===== src/rtl/cache_mem_adapter_if.sv =====
// Bundle between the cache controller, the line adapter and main memory.
// The adapter connects through the slave modport; the cache and memory side drive the master modport.
interface cache_mem_adapter_if #(
    parameter int ADDR_W         = 32,
    parameter int DATA_W         = 32,
    parameter int WORDS_PER_LINE = 8
);
    localparam int LINE_W = WORDS_PER_LINE * DATA_W;
    localparam int OFF_W  = $clog2(LINE_W / 8);

    logic                    mem_read;
    logic                    mem_write;
    logic [ADDR_W-OFF_W-1:0] line_addr;
    logic [LINE_W-1:0]       wb_line;
    logic                    ca_resp;
    logic [LINE_W-1:0]       fill_line;
    logic                    error;
    logic [ADDR_W-1:0]       mm_addr;
    logic [DATA_W-1:0]       mm_wdata;
    logic                    mm_re;
    logic                    mm_we;
    logic [DATA_W-1:0]       mm_rdata;
    logic                    mm_ack;

    modport master (
        output mem_read, mem_write, line_addr, wb_line, mm_rdata, mm_ack,
        input  ca_resp, fill_line, error, mm_addr, mm_wdata, mm_re, mm_we
    );

    modport slave (
        input  mem_read, mem_write, line_addr, wb_line, mm_rdata, mm_ack,
        output ca_resp, fill_line, error, mm_addr, mm_wdata, mm_re, mm_we
    );
endinterface


===== src/rtl/cache_mem_adapter.sv =====
// Serialises cache line write-backs and fills into single-word main-memory transactions,
// with a per-word ack timeout that aborts the burst and pulses error.
module cache_mem_adapter #(
    parameter int ADDR_W         = 32,
    parameter int DATA_W         = 32,
    parameter int WORDS_PER_LINE = 8,
    parameter int TIMEOUT_CYC    = 255
) (
    input  logic               clk,
    input  logic               rst,
    cache_mem_adapter_if.slave bus
);
    localparam int LINE_W = WORDS_PER_LINE * DATA_W;
    localparam int OFF_W  = $clog2(LINE_W / 8);
    localparam int IDX_W  = $clog2(WORDS_PER_LINE);
    localparam int BO_W   = OFF_W - IDX_W;
    localparam int LA_W   = ADDR_W - OFF_W;
    localparam int TO_W   = $clog2(TIMEOUT_CYC + 1);

    typedef enum logic [1:0] {IDLE, WR_BURST, RD_BURST, DONE} state_t;

    state_t            state;
    state_t            state_nxt;
    logic [LA_W-1:0]   line_q;
    logic [LINE_W-1:0] wb_q;
    logic [LINE_W-1:0] fill_q;
    logic [IDX_W-1:0]  idx;
    logic [TO_W-1:0]   tcnt;
    logic              error_q;
    logic              in_burst;
    logic              word_ack;
    logic              last_word;
    logic              timeout;
    logic              accept;

    assign in_burst  = (state == WR_BURST) || (state == RD_BURST);
    assign word_ack  = in_burst && bus.mm_ack;
    assign last_word = (idx == IDX_W'(WORDS_PER_LINE - 1));
    assign timeout   = in_burst && !bus.mm_ack && (tcnt == TO_W'(TIMEOUT_CYC - 1));
    assign accept    = (state == IDLE) && (bus.mem_write || bus.mem_read);

    always_ff @(posedge clk) begin
        if (!rst) begin
            state <= IDLE;
        end else begin
            state <= state_nxt;
        end
    end

    always_comb begin
        state_nxt = state;
        case (state)
            IDLE: begin
                if (bus.mem_write)     state_nxt = WR_BURST;
                else if (bus.mem_read) state_nxt = RD_BURST;
            end
            WR_BURST, RD_BURST: begin
                if ((word_ack && last_word) || timeout) state_nxt = DONE;
            end
            DONE: begin
                // Holding in DONE while a request is still raised avoids re-triggering on the same level.
                if (!bus.mem_read && !bus.mem_write) state_nxt = IDLE;
            end
            default: state_nxt = IDLE;
        endcase
    end

    always_comb begin
        bus.ca_resp = 1'b0;
        bus.mm_re   = 1'b0;
        bus.mm_we   = 1'b0;
        case (state)
            WR_BURST: begin
                bus.ca_resp = 1'b1;
                bus.mm_we   = 1'b1;
            end
            RD_BURST: begin
                bus.ca_resp = 1'b1;
                bus.mm_re   = 1'b1;
            end
            default: ;
        endcase
    end

    always_ff @(posedge clk) begin
        if (!rst) begin
            line_q  <= '0;
            wb_q    <= '0;
            fill_q  <= '0;
            idx     <= '0;
            tcnt    <= '0;
            error_q <= 1'b0;
        end else begin
            error_q <= timeout;
            if (accept) begin
                line_q <= bus.line_addr;
                if (bus.mem_write) wb_q <= bus.wb_line;
                idx  <= '0;
                tcnt <= '0;
            end else if (word_ack) begin
                tcnt <= '0;
                if (state == RD_BURST) fill_q[int'(idx)*DATA_W +: DATA_W] <= bus.mm_rdata;
                // idx parks on the last word; only the next burst entry clears it.
                if (!last_word) idx <= idx + 1'b1;
            end else if (in_burst) begin
                tcnt <= tcnt + 1'b1;
            end
        end
    end

    assign bus.mm_addr   = ADDR_W'({line_q, idx}) << BO_W;
    assign bus.mm_wdata  = wb_q[int'(idx)*DATA_W +: DATA_W];
    assign bus.fill_line = fill_q;
    assign bus.error     = error_q;
endmodule


===== src/flat_wrapper.sv =====
// flat-port wrapper written by rule: the top's interface ports become plain ports
module cache_mem_adapter_flat 
#(
    parameter int ADDR_W         = 32,
    parameter int DATA_W         = 32,
    parameter int WORDS_PER_LINE = 8,
    parameter int TIMEOUT_CYC    = 255
)
  (clk, rst, bus_mem_read, bus_mem_write, bus_line_addr, bus_wb_line, bus_mm_rdata, bus_mm_ack, bus_ca_resp, bus_fill_line, bus_error, bus_mm_addr, bus_mm_wdata, bus_mm_re, bus_mm_we);
  cache_mem_adapter_if #(.ADDR_W(ADDR_W), .DATA_W(DATA_W), .WORDS_PER_LINE(WORDS_PER_LINE)) bus_i ();
  input  logic clk;
  input  logic rst;
  input wire logic [$bits(bus_i.mem_read)-1:0] bus_mem_read;
  input wire logic [$bits(bus_i.mem_write)-1:0] bus_mem_write;
  input wire logic [$bits(bus_i.line_addr)-1:0] bus_line_addr;
  input wire logic [$bits(bus_i.wb_line)-1:0] bus_wb_line;
  input wire logic [$bits(bus_i.mm_rdata)-1:0] bus_mm_rdata;
  input wire logic [$bits(bus_i.mm_ack)-1:0] bus_mm_ack;
  output wire logic [$bits(bus_i.ca_resp)-1:0] bus_ca_resp;
  output wire logic [$bits(bus_i.fill_line)-1:0] bus_fill_line;
  output wire logic [$bits(bus_i.error)-1:0] bus_error;
  output wire logic [$bits(bus_i.mm_addr)-1:0] bus_mm_addr;
  output wire logic [$bits(bus_i.mm_wdata)-1:0] bus_mm_wdata;
  output wire logic [$bits(bus_i.mm_re)-1:0] bus_mm_re;
  output wire logic [$bits(bus_i.mm_we)-1:0] bus_mm_we;
  assign bus_i.mem_read = bus_mem_read;
  assign bus_i.mem_write = bus_mem_write;
  assign bus_i.line_addr = bus_line_addr;
  assign bus_i.wb_line = bus_wb_line;
  assign bus_i.mm_rdata = bus_mm_rdata;
  assign bus_i.mm_ack = bus_mm_ack;
  assign bus_ca_resp = bus_i.ca_resp;
  assign bus_fill_line = bus_i.fill_line;
  assign bus_error = bus_i.error;
  assign bus_mm_addr = bus_i.mm_addr;
  assign bus_mm_wdata = bus_i.mm_wdata;
  assign bus_mm_re = bus_i.mm_re;
  assign bus_mm_we = bus_i.mm_we;
  cache_mem_adapter #(.ADDR_W(ADDR_W), .DATA_W(DATA_W), .WORDS_PER_LINE(WORDS_PER_LINE), .TIMEOUT_CYC(TIMEOUT_CYC)) u_core (.clk(clk), .rst(rst), .bus(bus_i));
endmodule

===== config.mk =====
export PLATFORM = sky130hd
export DESIGN_NAME = cache_mem_adapter_flat
export DESIGN_NICKNAME = d
export VERILOG_FILES = /design/src/rtl/cache_mem_adapter_if.sv /design/src/rtl/cache_mem_adapter.sv /design/src/flat_wrapper.sv
export SDC_FILE = /design/constraint.sdc
export NUM_CORES = 1
export LEC_CHECK = 0
export CORE_UTILIZATION = 28
export CTS_BUF_LIST = sky130_fd_sc_hd__clkbuf_16
export CTS_CLUSTER_DIAMETER = 200
export DETAILED_ROUTE_END_ITERATION = 10
export GPL_TIMING_DRIVEN = 0
export PLACE_DENSITY = 0.58
export SETUP_SLACK_MARGIN = 0.15
export SYNTH_ARGS = -nofsm -noshare
export SYNTH_HDL_FRONTEND = slang
export SYNTH_SLANG_ARGS = --single-unit

===== constraint.sdc =====
create_clock -name clk -period 5.2 [get_ports clk]
set_input_delay 0.52 -clock clk [delete_from_list [all_inputs] [get_ports clk]]
set_output_delay 0.52 -clock clk [all_outputs]
set_load 0.005 [all_outputs]

==> results_dict.tcl <==
set metrics [dict create \
    final_layout_size_suffix_gt1_frac 0.0879 \
    max_stage_delay_ns 0.72 \
    drc_errors 0 \
    r2r_cells 10 \
    synth_cell_types 46 \
    synth.avg_cell_area_um2 8.27 \
    io_buffer_count 631 \
    yosys_warnings 0 \
    die_x_um 281 \
    critPathBufInv 5 \
    grt_pass1_wl_um 141000 \
    numCtsBuffers 60 \
    postSynthCellCount 2636 \
    synth_xor_area_frac 0.00241 \
    core_area_um2 76500 \
    hold_path_class "in2reg" \
    synthTopCellsByArea "dfxtp_1 (51%), nand2_1 (16%), a21oi_1 (7.3%)" \
    finalWeightedCongestion 0.953 \
    dp.cells 4298 \
    first_global_vias 20781 \
    antenna_found_initial 6 \
    pre_cts_ws_ns 0.199 \
    crit_path_end "u_core.bus.fill_line[76]" \
    cp_slowest_cell "dfxtp_1" \
    wirelength_um 99200 \
    crit_type "reg2reg" \
    multi_input_area_um2 9670 \
    cts_tree "built" \
    clk_pin_slew_ns 0.06 \
    synth_top_family_by_area "simple AND/OR/NAND/NOR gates" \
    clock-root-buffer "clkbuf_16" \
    seq_area_frac_synth 0.508 \
    power_density_nw_per_um2 382 \
    synth_commonest_cells "nand2_1 (936), dfxtp_1 (553), a21oi_1 (318)" \
    drt_iter0_markers 1211 \
    peakVddDrop_mv 0.276 \
    status "completed" \
    slew-limit-headroom 0.304 \
    finalCriticalPeriod_ns 4.63 \
    final_util 0.409 \
    die-area_um2 79000 \
    nFillCells 7833 \
    clock_tree.buffer_depth 3 \
    synth.most_common_cell "nand2_1" \
    synth-compound-area-share 0.133 \
    fmax_mhz 216 \
    r2r_slack_ns 0.57 \
    avgRoutedWirePerCell_um 22.5 \
    synth_fa_ha_area_frac 0.00689 \
    cp_max_fo 10 \
    grt-busiest-layer "met2" \
    slew_viol_final 0 \
    reg2reg_from "u_core.idx[1]" \
    tightestPinTransition_ns 1.04 \
    clock_latency_ns 0.63 \
    path_depth 10 \
    grtUsageMet1 0.275 \
    rows 101 \
    cellLeakagePower_nw 10.9 \
    drtPass1Iterations 7 \
    grtUsageMet3 0.0568 \
    crit_arrival_ns 5.18 \
    rsz0062_at_grt "false" \
    grt_use_total 0.243 \
    grt_max_degree 17 \
    grtUsageMet2 0.430 \
    worstPathRequired_ns 5.75 \
    yosysTopAreaCellShare 0.508 \
    synth_area_leader_cell "dfxtp_1" \
    final-seq-area_um2 11100 \
    ys_seq_elements 553 \
    hpwl_um 77400 \
    worstPathCellList "clkbuf_1, clkbuf_2, inv_1, ha_1, ha_1, nor3_2, clkbuf_1, buf_2, nand3_1, o21ai_0" \
    cp-start-kind "register" \
    fin_cells 4414 \
    postRouteAntennaNets 0 \
    syn2layout_area_growth_pct 43.6 \
    viasPerCell 4.86 \
    endpoint_kind "register" \
    final_nets 3662 \
    synth-edff-count 0 \
    crit_start "u_core.idx[1]" \
    start_util 0.285 \
    die_y_um 281 \
    finClkSkew_ns 0.0160 \
    fin_crit_sh 0.891 \
    setup_slack_ns 0.567 \
    vias 21435 \
    io_pins 644 \
    synth-main-ff-cell "dfxtp_1" \
    timing.rr.end "u_core.bus.fill_line[76]" \
    syn_area_um2 21800 \
    yosys.area_share.simple 0.233 \
    synthMuxAreaShare 0.0679 \
    synthArstFlopShare 0 \
    setup_viol 0 \
    drv_cap 0 \
    cts_htree_levels 2 \
    overflow 0 \
    cts.sinks 553 \
    crit_family "buffers and inverters" \
    finalHoldViolations 0 \
]
[report_power, final]
| part | total (W) | internal (W) | switching [W] |
|---|---|---|---|
| clock network | 0.00414 | 0.00228 | 0.00186 |
| registers | 0.00486 | 0.00464 | 0.000218 |
| logic | 0.00296 | 0.00114 | 0.00182 |
| total | 0.0120 | 0.00806 | 0.00389 |
[logic make-up (layout without fill, tap and decap cells)]
group,after synthesis,in the layout
multiplexers,68,68
other,1,6
AND/OR/NAND/NOR,1204,1204
AO/OA/AOI/OAI,550,550
buffers and inverters,242,985
flip-flops,553,553
XOR/XNOR,6,6
adder cells (fa/ha/maj),12,12
[metal layers]
layer | vias up | part of all wire
met5 | - | 0.00070
met3 | 185 | 0.074
met2 | 858 | 0.49
met4 | 10 | 0.046
li1 | 10219 | -
met1 | 10163 | 0.39
[worst register-to-register path: stages (launching register included)]
cell and delay, ns:
dfxtp_1 0.72, clkbuf_1 0.68, clkbuf_2 0.52, inv_1 0.09
ha_1 0.21, ha_1 0.20, nor3_2 0.68, clkbuf_1 0.71
buf_2 0.40, nand3_1 0.24, o21ai_0 0.12
[sequential cells by signal, summed over array words and instances (netlist names)]
signal and flops:
u_core.bus.error 1, u_core.bus.fill_line 256, u_core.idx 3, u_core.line_q 27, u_core.state 2, u_core.tcnt 8
u_core.wb_q 256
[per-stage QoR]
stage	cell area [um^2]	TNS [ns]	hold WS [ns]	power, W
CTS	31300	0	0.180	0.0120
floorplan	21800	0	0.433	0.00651
global placement	29400	-3.93	0.438	0.00788
global route	31300	0	0.209	0.0125
finish	31300	0	0.230	0.0120
detailed placement	29400	0	0.444	0.00790
[what timing repair did]
action / CTS / global route
hold endpoints to repair: 0 / 0
hold buffers: 0 / 0
setup buffers: 0 / 0
gates resized for setup: 0 / 3
endpoints found under the setup margin: 0 / 6
[cell type report]
cell class	instances	area share
multi-input combinational	1842	0.309
tap	1030	0.0412
inverter	10	0.00120
timing repair buffer	631	0.202
clock buffer	61	0.0488
buffer	232	0.0333
sequential	553	0.354
antenna	4	0.000320
clock inverter	51	0.0111
[cell usage in the layout (no fill, tap or decap), types with 14 or more instances in the layout]
master           count
nand2_1            936
clkdlybuf4s50_1    631
dfxtp_1            553
a21oi_1            318
nand3_1            202
o21ai_0            176
clkbuf_1           137
mux4_2              64
buf_2               63
clkbuf_16           61
o21ai_2             32
nand3_2             23
inv_1               20
o21ai_1             19
clkinv_2            15
buf_1               14
nor2_1              14
clkinv_1            14
[how the worst min path moves through the flow]
stage                     slack, ns  cells after the start                       end                     start
after floorplan                0.43                      2          u_core.wb_q[192]          u_core.wb_q[192]
after global placement         0.44                      2  u_core.bus.fill_line[17]  u_core.bus.fill_line[17]
after detailed placement       0.44                      2  u_core.bus.fill_line[29]  u_core.bus.fill_line[29]
after CTS                      0.18                      3  u_core.bus.fill_line[15]          bus_mm_rdata[15]
after global routing           0.21                      3  u_core.bus.fill_line[15]          bus_mm_rdata[15]
final                          0.23                      3  u_core.bus.fill_line[15]          bus_mm_rdata[15]
Note: power is estimated with default switching activity, not from simulation.
